$ cat src/rtl/crc32_frame_ctrl.sv
// crc32_frame_ctrl: frame-level CRC-32 engine (poly 0x04C11DB7, non-reflected,
// MSB-first). Folds up to four bytes per accepted word and holds one result
// until the consumer takes it.
//
// Ports:
//   clk, rst              clock, synchronous active-high reset
//   s_valid/s_ready       input word handshake
//   s_data[31:0]          frame word, byte [31:24] first on the wire
//   s_last, s_bytes[1:0]  last word flag and its valid byte count (0 means 4)
//   s_abort               drop the frame in progress
//   m_valid/m_ready       result handshake
//   m_crc[31:0]           final CRC (folded CRC ^ XOROUT)
//   frame_cnt[15:0]       delivered frame count, wraps
//   busy                  a frame is in progress or a result is pending
module crc32_frame_ctrl #(
  parameter logic [31:0] INIT   = 32'hFFFF_FFFF,
  parameter logic [31:0] XOROUT = 32'hFFFF_FFFF
) (
  input  logic        clk,
  input  logic        rst,
  input  logic        s_valid,
  output logic        s_ready,
  input  logic [31:0] s_data,
  input  logic        s_last,
  input  logic [1:0]  s_bytes,
  input  logic        s_abort,
  output logic        m_valid,
  input  logic        m_ready,
  output logic [31:0] m_crc,
  output logic [15:0] frame_cnt,
  output logic        busy
);

  localparam int unsigned CRC_W  = 32;
  localparam int unsigned CNT_W  = 16;
  localparam int unsigned BYTE_W = 8;
  localparam logic [CRC_W-1:0] POLY = 32'h04C1_1DB7;

  typedef enum logic [1:0] {
    IDLE = 2'd0,
    RUN  = 2'd1,
    DONE = 2'd2
  } state_t;

  state_t           state;
  state_t           next_state;
  logic [CRC_W-1:0] crc_q;
  logic [CRC_W-1:0] crc_d;
  logic [CRC_W-1:0] fold_c;
  logic [CRC_W-1:0] fold_base_c;
  logic [2:0]       nbytes_c;
  logic             accept_c;

  // Fold the first nbytes bytes of a word (MSB byte first) into a CRC.
  function automatic logic [CRC_W-1:0] crc_fold(input logic [CRC_W-1:0] crc_in,
                                                input logic [31:0]      data,
                                                input logic [2:0]       nbytes);
    logic [CRC_W-1:0] c;
    logic [31:0]      d;
    c = crc_in;
    d = data;
    for (int k = 0; k < 4; k++) begin
      if (3'(k) < nbytes) begin
        c = c ^ {d[31:24], 24'h0};
        for (int b = 0; b < int'(BYTE_W); b++) begin
          c = c[CRC_W-1] ? ((c << 1) ^ POLY) : (c << 1);
        end
      end
      d = d << BYTE_W;
    end
    return c;
  endfunction

  assign accept_c    = s_valid & s_ready;
  assign nbytes_c    = (s_last && (s_bytes != 2'd0)) ? {1'b0, s_bytes} : 3'd4;
  // A new frame always starts from INIT, regardless of the register contents.
  assign fold_base_c = (state == IDLE) ? INIT : crc_q;
  assign fold_c      = crc_fold(fold_base_c, s_data, nbytes_c);

  // Next-state and CRC register update.
  always_comb begin
    next_state = state;
    crc_d      = crc_q;
    case (state)
      IDLE, RUN: begin
        if (s_abort) begin
          next_state = IDLE;
          crc_d      = INIT;
        end else if (accept_c) begin
          crc_d      = fold_c;
          next_state = s_last ? DONE : RUN;
        end
      end
      DONE: begin
        if (m_ready) begin
          next_state = IDLE;
          crc_d      = INIT;
        end
      end
      default: begin
        next_state = IDLE;
        crc_d      = INIT;
      end
    endcase
  end

  // State, CRC and registered outputs.
  always_ff @(posedge clk) begin
    if (rst) begin
      state     <= IDLE;
      crc_q     <= INIT;
      m_valid   <= 1'b0;
      m_crc     <= '0;
      frame_cnt <= '0;
      busy      <= 1'b0;
      s_ready   <= 1'b0;
    end else begin
      state   <= next_state;
      crc_q   <= crc_d;
      m_valid <= (next_state == DONE);
      busy    <= (next_state != IDLE);
      s_ready <= (next_state != DONE);
      if ((state != DONE) && (next_state == DONE)) begin
        m_crc <= crc_d ^ XOROUT;
      end
      if ((state == DONE) && m_ready) begin
        frame_cnt <= frame_cnt + CNT_W'(1);
      end
    end
  end

endmodule

$ cat config.mk
export PLATFORM = sky130hd
export DESIGN_NAME = crc32_frame_ctrl
export DESIGN_NICKNAME = d
export VERILOG_FILES = /design/src/rtl/crc32_frame_ctrl.sv
export SDC_FILE = /design/constraint.sdc
export NUM_CORES = 1
export LEC_CHECK = 0
export ABC_AREA = 1
export CAP_MARGIN = 20
export CORE_MARGIN = 5
export CORE_UTILIZATION = 30
export CTS_BUF_LIST = sky130_fd_sc_hd__clkbuf_4
export DETAILED_ROUTE_END_ITERATION = 16
export HOLD_SLACK_MARGIN = 0.05
export PLACE_DENSITY_LB_ADDON = 0.12
export SYNTH_ARGS = -nofsm -noshare
export SYNTH_HDL_FRONTEND = slang
export SYNTH_SLANG_ARGS = --single-unit
$ cat constraint.sdc
create_clock -name clk -period 4 [get_ports clk]
set_clock_uncertainty 0.1 [all_clocks]
set_input_delay 0.4 -clock clk [delete_from_list [all_inputs] [get_ports clk]]
set_output_delay 0.4 -clock clk [all_outputs]
set_load 0.03 [all_outputs]
### Yosys cells after proc, flatten, opt, wreduce, memory -nomap -nowiden

Cells that the tools add are included.

| word-level totals | value |
|---|---|
| word-level logic and storage cells | 109 |
| bits in read-only memories | 0 |
| output and inout bits | 51 |
| memories | 0 |
| memory bits (writable) | 0 |
| register bits after elaboration | 85 |
| bits in latches | 0 |
| bits of input ports | 40 |

| operators by class | value |
|---|---|
| reduce and logical (&&, ||, !) cells | 7 |
| order comparisons | 4 |
| div/mod/pow operators | 0 |
| muxes and demuxes | 47 |
| $add $sub $neg | 1 |
| multiply operators | 0 |
| shift-type cells | 0 |
| equality and inequality tests | 5 |
| bitwise gates (word level) | 38 |

Operators by type and width:

| cell | count |
|---|---|
| 27-bit 2-to-1 mux | 32 |
| 14-bit inverter | 32 |
| 32-bit 2-to-1 mux | 8 |
| 32-bit bitwise XOR | 4 |
| 32-bit one-hot mux with 2 select lines | 1 |
| 32-bit inverter | 1 |
| 16-bit by 1-bit adder with 16-bit output (second input constant) | 1 |
| 2-bit 2-to-1 mux | 4 |
| 1-bit by 3-bit less-than comparator with 1-bit output (first input constant) | 2 |
| 2-bit by 3-bit less-than comparator with 1-bit output (first input constant) | 2 |
| 2-bit == test (second input constant) | 2 |
| 2-bit inequality test (second input constant) | 2 |
| 2-bit one-hot mux with 2 select lines | 1 |
| 2-bit nonzero test | 2 |
| 1-bit logical AND | 3 |
| 3-bit 2-to-1 mux | 1 |
| 2-bit by 1-bit == test with 1-bit output (second input constant) | 1 |
| 2-bit logical NOT | 1 |
| 2-bit OR reduction | 1 |
| 1-bit AND | 1 |

### Depth between registers and ports, before layout

Gate-level depths: netlist (run 1).

| depth | value |
|---|---|
| word-level depth | 78 |
| gate-level depth with buffers | 41 |
| depth with buffers taken out | 41 |

### Worst setup path after synthesis (run 1)

OpenSTA, ideal clock, no wires.

| path | value |
|---|---|
| kind | register to register |
| from | reg state[1] |
| to | reg m_crc[16] |
| data required time | 3791 ps |
| library setup time | 109 ps |
| path slack | 595 ps |
| arrival time | 3196 ps |
| period minus slack after synthesis | 3405 ps |
| buffers on the path | 1 |
| cell stages (with the launch flop) | 37 |
| path through | dfxtp_1 > inv_2 > nand2_4 > buf_12 > nand3_2 > nand2_2 > nand2_1 > nand2_2 > nand2_2 > nand2_4 > nand2_2 > nand2_4 > nand2_1 > nand3_1 > nand3_1 > nand2_4 > nand2_1 > nand3_1 > nand2_1 > nand2_1 > nand3_2 > nand2_2 > nand2_1 > nand2_2 > nand2_2 > nand2_4 > inv_2 > nand2_1 > nand2_2 > nand2_1 > nand3_1 > nand2_1 > nand3_1 > nand2_1 > nand3_1 > nand2_1 > inv_1 |

| between the ends | value |
|---|---|
| cells in the longest elaborated chain, start to end | 54 |
| elaborated cells between the ends (all ways) | 84 |
| those cells by class | 4 x eq/ne; 44 x mux; 33 x bitwise; 3 x reduce/logical |

RTL lines:

| element | line | text |
|---|---|---|
| start, declared | 45 | `state_t state;` |
| start signal, assigned | 118 | `state <= next_state;` |
| 2-bit logical NOT | 77, 84 |  |
| 32-bit 2-to-1 mux | 77 | `assign fold_base_c = (state == IDLE) ? INIT : crc_q;` |
| 32-bit bitwise XOR | 64 | `c = c ^ {d[31:24], 24'h0};` |
| 27-bit 2-to-1 mux or 14-bit inverter (tied branches) | -- |  |
| 27-bit 2-to-1 mux | 66 | `c = c[CRC_W-1] ? ((c << 1) ^ POLY) : (c << 1);` |
| 27-bit 2-to-1 mux or 14-bit inverter (tied branches) | -- |  |
| 27-bit 2-to-1 mux (2 in series) | 66 |  |
| 14-bit inverter (no line) or 27-bit 2-to-1 mux (tied branches) | -- |  |
| [... 37 more ...] | -- |  |
| 27-bit 2-to-1 mux or 14-bit inverter (tied branches) | -- |  |
| 14-bit inverter (no line) or 27-bit 2-to-1 mux (tied branches) | -- |  |
| 27-bit 2-to-1 mux | 66 |  |
| 32-bit 2-to-1 mux | 63 | `if (3'(k) < nbytes) begin` |
| 32-bit 2-to-1 mux | 89 | `end else if (accept_c) begin` |
| 32-bit 2-to-1 mux | 86 | `if (s_abort) begin` |
| 32-bit one-hot mux with 2 select lines | 84 | `case (state)` |
| 32-bit inverter (no line) | -- |  |
| end signal, assigned | 124 | `m_crc <= crc_d ^ XOROUT;` |
| end, declared | 29 | `output logic [31:0] m_crc,` |

Several ways; a longest one is shown, not always the timed one.
A chain may end at the register's enable or synchronous reset.

### Worst setup path after layout (run 1)

| path | value |
|---|---|
| from | reg state[1] |
| to | reg m_crc[30] |

| between the ends | value |
|---|---|
| cells in the longest elaborated chain, start to end | 54 |
| elaborated cells between the ends (all ways) | 76 |
| those cells by class | 4 x eq/ne; 40 x mux; 29 x bitwise; 3 x reduce/logical |

RTL lines:

| element | line |
|---|---|
| 2-bit logical NOT | 77, 84 |
| 32-bit 2-to-1 mux | 77 |
| 32-bit bitwise XOR | 64 |
| 27-bit 2-to-1 mux | 66 |
| 14-bit inverter (no line) | -- |
| 27-bit 2-to-1 mux | 66 |
| 14-bit inverter (no line) | -- |
| 27-bit 2-to-1 mux (2 in series) | 66 |
| [... 35 more ...] | -- |
| 27-bit 2-to-1 mux (3 in series) | 66 |
| 14-bit inverter (no line) | -- |
| 27-bit 2-to-1 mux | 66 |
| 32-bit 2-to-1 mux | 63 |
| 32-bit 2-to-1 mux | 89 |
| 32-bit 2-to-1 mux | 86 |
| 32-bit one-hot mux with 2 select lines | 84 |
| 32-bit inverter (no line) | -- |

Several ways; a longest one is shown, not always the timed one.

==> results of run 1 <==
-- final cells by class --
class / instances / area, µm²
Multi-Input combinational cell: 1561 / 11200
Fill cell: 3416 / 15600
Tap cell: 455 / 569
Inverter: 214 / 816
Antenna cell: 1 / 2.50
Clock buffer: 11 / 82.6
Clock inverter: 5 / 85.1
Timing Repair Buffer: 494 / 4310
Sequential cell: 85 / 1710
-- through the flow --
| stage | utilization (%) | setup TNS [ns] |
|---|---|---|
| floorplan | - | 0 |
| global placement | 40.8 | -31.89 |
| detailed placement | 40.8 | -35.00 |
| CTS | 47.9 | -0.309 |
| global route | 54.6 | -16.40 |
| finish | 54.6 | -2.44 |
-- path summary, 6_finish.rpt --
check | start | endpoint | slack (ns) | cells past startpoint
max | state[1]$_SDFF_PP0_ | m_crc[30]$_SDFFE_PP0P_ | -0.14 | 29
min reg2reg | frame_cnt[14]$_SDFFE_PP0P_ | frame_cnt[14]$_SDFFE_PP0P_ | 0.40 | 1
min | frame_cnt[14]$_SDFFE_PP0P_ | frame_cnt[14]$_SDFFE_PP0P_ | 0.40 | 1
max reg2reg | state[1]$_SDFF_PP0_ | m_crc[30]$_SDFFE_PP0P_ | -0.14 | 29
-- state kept, by name (all words and copies together) (netlist names) --
| register | count |
|---|---|
| busy | 1 |
| crc_q | 32 |
| s_ready | 1 |
| frame_cnt | 16 |
| state | 2 |
| m_valid | 1 |
| m_crc | 32 |
-- per-layer routing --
metal | up-vias | track usage [%]
met5 | - | 0
met4 | 0 | 6.10
met1 | 6694 | 34.2
li1 | 6901 | -
met3 | 80 | 2.80
met2 | 415 | 43.3
-- cell families after synthesis --
logic type / Yosys count
XOR/XNOR: 97
buffers and inverters: 269
flip-flops: 85
AND/OR/NAND/NOR: 1300
AO/OA/AOI/OAI: 162
adder cells (fa/ha/maj): 1
-- synthesized netlist by cell type, types with 3 or more instances --
| cell | instances |
|---|---|
| o21a_1 | 3 |
| dlygate4sd3_1 | 3 |
| inv_2 | 7 |
| o21bai_1 | 9 |
| nand2_2 | 81 |
| nand3b_1 | 4 |
| nand3_2 | 27 |
| xor2_1 | 61 |
| nand2_1 | 754 |
| xnor2_1 | 30 |
| o21ai_1 | 30 |
| nand3_1 | 249 |
| clkbuf_1 | 28 |
| nand2_4 | 26 |
| inv_1 | 207 |
| buf_1 | 6 |
| nand4_1 | 10 |
| nor2_2 | 3 |
| buf_6 | 3 |
| o21ai_0 | 76 |
| xor2_2 | 4 |
| nor2_1 | 127 |
| dfxtp_1 | 85 |
| buf_2 | 11 |
| a21oi_1 | 38 |
| nor3_1 | 7 |
| or2_2 | 7 |
-- power by group through the flow --
stage / clock network (mW) / logic (mW) / registers, mW
floorplan: 0 / 2.37 / 0.932
global placement: 0 / 4.26 / 0.922
detailed placement: 0 / 4.27 / 0.921
CTS: 0.605 / 5.14 / 0.905
global route: 0.637 / 6.71 / 0.907
finish: 0.588 / 6.29 / 0.905
-- worst reg2reg max path, delay by kind of cell (launching register included) --
family	cells	cell delay (ns)
AOI/OAI and AO/OA	3	0.40
xor gates and xnor gates	5	0.90
buffers and inverters	7	0.75
DFF	1	0.40
and+or+nand+nor	14	1.50
-- repair_timing --
action                                  CTS  global route
gates cloned                              1             0
endpoints found under the setup margin   64            64
setup buffers                            62            42
pin swaps                               110           221
resized for setup                       433           455
==> metrics.csv, run 1 <==
stage;metric;value;unit
place;hpwl;39200;µm
synthesis;async_flop_share;0;%
synthesis;ys_types;40;
power;p_clk_share;7.5;%
die;die_w;196;µm
synthesis;synth_enable_flop_cells;0;
global_routing;grt_start_max_net_pins;45;
drt;drt_iter0_markers;1055;
clock_network;cts.sinks;85;
global_routing;track_usage;25.3;%
die;initial_core_util;30.3;%
timing;rsz0062_at_grt;yes;
timing;fmax;0.241;GHz
timing;hold_violations;0;
timing;tightest_slew;0.548;ns
drt;final_antenna_net_count;0;
drt;route.met2.wl;25200;µm
power;p_int;3.86;mW
die;fp.dieH;196;µm
clock_network;cts_hold_buffers;0;
timing;setup_viol;49;
synthesis;yosysTopAreaCellShare;27.2;%
layout;final_common_cell;nand2_1;
job;cap_violations;0;
drt;top_layer_used;met4;
layout;stdcell_area;18800;µm²
timing;slew_headroom;63.1;%
synthesis;ys_seq_elements;85;
timing;setup_ws;-0.143;ns
worst_hold_path;hold_class;reg -> reg;
place;placed_area;14000;µm²
global_routing;grt_pass1_wl;76800;µm
drt;via_count;14100;
setup_path;crit_required;4.26;ns
die;num_rows;68;
drt;met3_length;2840;µm
global_routing;grt_antenna_before_repair;1;
power;p_sw;3.92;mW
layout;synthToLayoutAreaGrowth;80.1;%
power;p_comb_share;80.8;%
setup_path;cp-start-kind;register;
setup_path;crit_arrival;4.40;ns
outcome;status;finished, violations left;
drt;drc;0;
drt;avgRoutedWirePerCell;18.4;µm
setup_path;worstSetupEndpointType;register;
power;p_leak;9.42;nW
drt;wl_met1;22600;µm
synthesis;synthXorXnorAreaFrac;8.59;%
synthesis;syn_nets;1955;
setup_path;cpMaxStageDelayCell;dfxtp_4;
timing;finalCritPeriodShare;104;%
outcome;violations;negative setup slack;
clock_network;clk_path_buf_depth;2;
layout;layout-drive-gt1-share;47.6;%
die;fp.coreArea;34400;µm²
clock_network;path_clk_slew;0.15;ns
power;powerDensity;415;nW/µm²
synthesis;synth_top_family_by_area;simple AND/OR/NAND/NOR gates;
power;power;7.78;mW
synthesis;avgSynthCellArea;5.44;µm²
layout;final_cell_mix;nand2_1, buf_4, nand2_2;
timing;min_period;4.14;ns
timing;finalMaxSlewViolations;0;
drt;routed_via_density;4.99;
synthesis;synth_compound_area_share;8.22;%
global_routing;grt_pass1_vias;13300;
drt;routed_wl;52100;µm
global_routing;grt_remaining_overflow;0;
die;dieArea;38500;µm²
place;pre_cts_ws;-0.763;ns
synthesis;muxShareOfSynthArea;0;%
clock_network;cts.root.buffer_cell;clkbuf_4;
synthesis;synth_flop_cell;dfxtp_1;
power;swShare;50.4;%
synthesis;netlist_area;10400;µm²
setup_path;worst-path-buf-inv;7;
synthesis;synthAdderAreaFrac;0.120;%
clock_network;htreeDepth;3;
synthesis;postSynthCellCount;1914;
power;ir_drop;221;µV
clock_network;cts_buffers;9;
setup_path;critPathKind;reg -> reg;
clock_network;insertion_delay;0.47;ns
setup_path;cp_max_fo;5;
drt;drt_pass1_iterations;6;
place;gp_routability_congestion;1.01;
synthesis;yosys.area.top_type;nand2_1;
synthesis;yosys_warnings;0;
place;dp_cells;2710;
setup_path;critical_path.top_delay_family;simple AND/OR/NAND/NOR gates;
synthesis;synth.area.top_cells;nand2_1, dfxtp_1, nand3_1;
synthesis;ys_seq_area_share;16.3;%
layout;stdcell_count;2826;
setup_path;slowest_delay;0.40;ns
die;io_pins;91;
timing;holdWs;0.401;ns
clock_network;cts_tree;yes;
place;portBuffers;90;
synthesis;synthSimpleGateAreaFrac;56.2;%
layout;num-nets-final;2406;
power;seq_power_share;11.6;%
No activity file was read; power rests on OpenSTA's default activity.
==> run 2, diff against run 1 <==
--- a/config.mk
+++ b/config.mk
@@ -6,13 +6,15 @@
 export NUM_CORES = 1
 export LEC_CHECK = 0
 export ABC_AREA = 1
-export CAP_MARGIN = 20
+export CAP_MARGIN = 10
 export CORE_MARGIN = 5
 export CORE_UTILIZATION = 30
 export CTS_BUF_LIST = sky130_fd_sc_hd__clkbuf_4
+export CTS_CLUSTER_DIAMETER = 80
 export DETAILED_ROUTE_END_ITERATION = 16
 export HOLD_SLACK_MARGIN = 0.05
 export PLACE_DENSITY_LB_ADDON = 0.12
+export SKIP_CTS_REPAIR_TIMING = 1
 export SYNTH_ARGS = -nofsm -noshare
 export SYNTH_HDL_FRONTEND = slang
 export SYNTH_SLANG_ARGS = --single-unit
==> metrics.csv, run 2 (same netlist as run 1, synthesis figures left out) <==
stage;metric;value;unit;change
outcome;status;finished, violations left;;unchanged
outcome;violations;negative setup slack;;unchanged
place;hpwl;39200;µm;unchanged
global_routing;grt_remaining_overflow;0;;unchanged
drt;routed_via_density;4.97;;was 4.99
clock_network;cts.sinks;85;;unchanged
place;dp_cells;2710;;unchanged
die;num_rows;68;;unchanged
drt;drt_iter0_markers;1095;;was 1055
drt;drc;0;;unchanged
setup_path;crit_arrival;4.43;ns;was 4.40 ns
setup_path;cp-start-kind;register;;unchanged
power;powerDensity;411;nW/µm²;was 415 nW/µm²
timing;slew_headroom;64.6;%;was 63.1%
die;fp.dieH;196;µm;unchanged
clock_network;cts_buffers;9;;unchanged
global_routing;track_usage;24.1;%;was 25.3%
setup_path;slowest_delay;0.40;ns;about the same
clock_network;cts.root.buffer_cell;clkbuf_4;;unchanged
worst_hold_path;hold_class;reg -> reg;;unchanged
setup_path;cpMaxStageDelayCell;dfxtp_4;;unchanged
timing;setup_ws;-0.155;ns;was -0.143 ns
clock_network;path_clk_slew;0.14;ns;was 0.15 ns
setup_path;cp_max_fo;7;;was 5
layout;stdcell_count;2815;;was 2826
global_routing;grt_pass1_vias;12400;;was 13300
layout;stdcell_area;18400;µm²;was 18800 µm²
layout;layout-drive-gt1-share;46.8;%;was 47.6%
drt;via_count;14000;;was 14100
place;portBuffers;90;;unchanged
drt;routed_wl;51200;µm;was 52100 µm
job;cap_violations;0;;unchanged
drt;final_antenna_net_count;0;;unchanged
timing;fmax;0.241;GHz;about the same
timing;tightest_slew;0.531;ns;was 0.548 ns
global_routing;grt_pass1_wl;72600;µm;was 76800 µm
global_routing;grt_antenna_before_repair;2;;was 1
timing;setup_viol;46;;was 49
place;placed_area;14000;µm²;unchanged
power;p_leak;9.28;nW;was 9.42 nW
global_routing;grt_start_max_net_pins;45;;unchanged
die;dieArea;38500;µm²;unchanged
clock_network;clk_path_buf_depth;2;;unchanged
die;io_pins;91;;unchanged
drt;drt_pass1_iterations;6;;unchanged
setup_path;crit_required;4.27;ns;was 4.26 ns
die;die_w;196;µm;unchanged
timing;rsz0062_at_grt;yes;;unchanged
layout;final_common_cell;nand2_1;;unchanged
drt;avgRoutedWirePerCell;18.2;µm;was 18.4 µm
clock_network;cts_tree;yes;;unchanged
layout;final_cell_mix;nand2_1, buf_4, nand2_2;;unchanged
die;fp.coreArea;34400;µm²;unchanged
die;initial_core_util;30.3;%;unchanged
power;ir_drop;204;µV;was 221 µV
layout;synthToLayoutAreaGrowth;76.9;%;was 80.1%
layout;num-nets-final;2395;;was 2406
clock_network;insertion_delay;0.46;ns;was 0.47 ns
timing;finalMaxSlewViolations;0;;unchanged
timing;min_period;4.16;ns;was 4.14 ns
setup_path;worstSetupEndpointType;register;;unchanged
timing;hold_violations;0;;unchanged
clock_network;htreeDepth;3;;unchanged
setup_path;critPathKind;reg -> reg;;unchanged
layout;reg.largest.list;crc_q (32), m_crc (32), frame_cnt (16);;unchanged
place;gp_routability_congestion;1.01;;unchanged
setup_path;cp_common_cell;nand2_4;;
timing;finalCritPeriodShare;104;%;about the same
layout;fin_util;53.6;%;was 54.6%
==> run 2: cell count changes in the layout (fill, tap and decap cells not counted), sizes merged <==
cell    delta
clkinv     +1
buf       -12
clkbuf     +1
inv        -1
==> run 2: critical path: cells and delay by family (launching register included) <==
family	cells	cell delay (ns)
AO/OA/AOI/OAI	1	0.09
AND/OR/NAND/NOR	31	2.93
buffers and inverters	5	0.51
flip-flops	1	0.40
==> run 2: per-layer routing <==
metal | routed length (µm) | GRT usage (%)
met3 | 2920 | 3.33
met4 | 1370 | 7.37
met5 | 7 | 0
met1 | 22500 | 33.0
met2 | 24400 | 39.5
==> run 2: through the flow <==
step	worst slack [ns]	setup TNS, ns	hold WS, ns	total power, mW
after global routing	-0.360	-15.73	0.439	8.04
final	-0.155	-2.86	0.401	7.57
after floorplan	0.595	0	0.377	3.30
after CTS	-0.683	-28.96	0.401	5.80
after global placement	-0.685	-31.89	0.363	5.18
after detailed placement	-0.763	-35.00	0.375	5.19
==> run 2: layout make-up <==
class | count | area [µm²]
timing repair buffer | 483 | 4250
clock inverter | 5 | 85.1
inverter | 214 | 826
sequential | 85 | 1710
antenna | 1 | 2.50
clock buffer | 11 | 82.6
tap | 455 | 569
multi-input combinational | 1561 | 10900
fill | 3490 | 16000
==> run 2: final timing paths <==
kind / start / endpoint / slack (ns) / cells after the start
worst max-delay path: state[0]$_SDFF_PP0_ / m_crc[5]$_SDFFE_PP0P_ / -0.16 / 37
worst min-delay path: frame_cnt[14]$_SDFFE_PP0P_ / frame_cnt[14]$_SDFFE_PP0P_ / 0.40 / 1
worst max register to register: state[0]$_SDFF_PP0_ / m_crc[5]$_SDFFE_PP0P_ / -0.16 / 37
worst min register to register: frame_cnt[14]$_SDFFE_PP0P_ / frame_cnt[14]$_SDFFE_PP0P_ / 0.40 / 1
==> run 2: power by group <==
group          leakage (nW)  switching, mW  internal (mW)
clock                0.0873          0.316          0.270
sequential            0.693         0.0300          0.874
combinational          8.50           3.44           2.64
total                  9.28           3.79           3.79
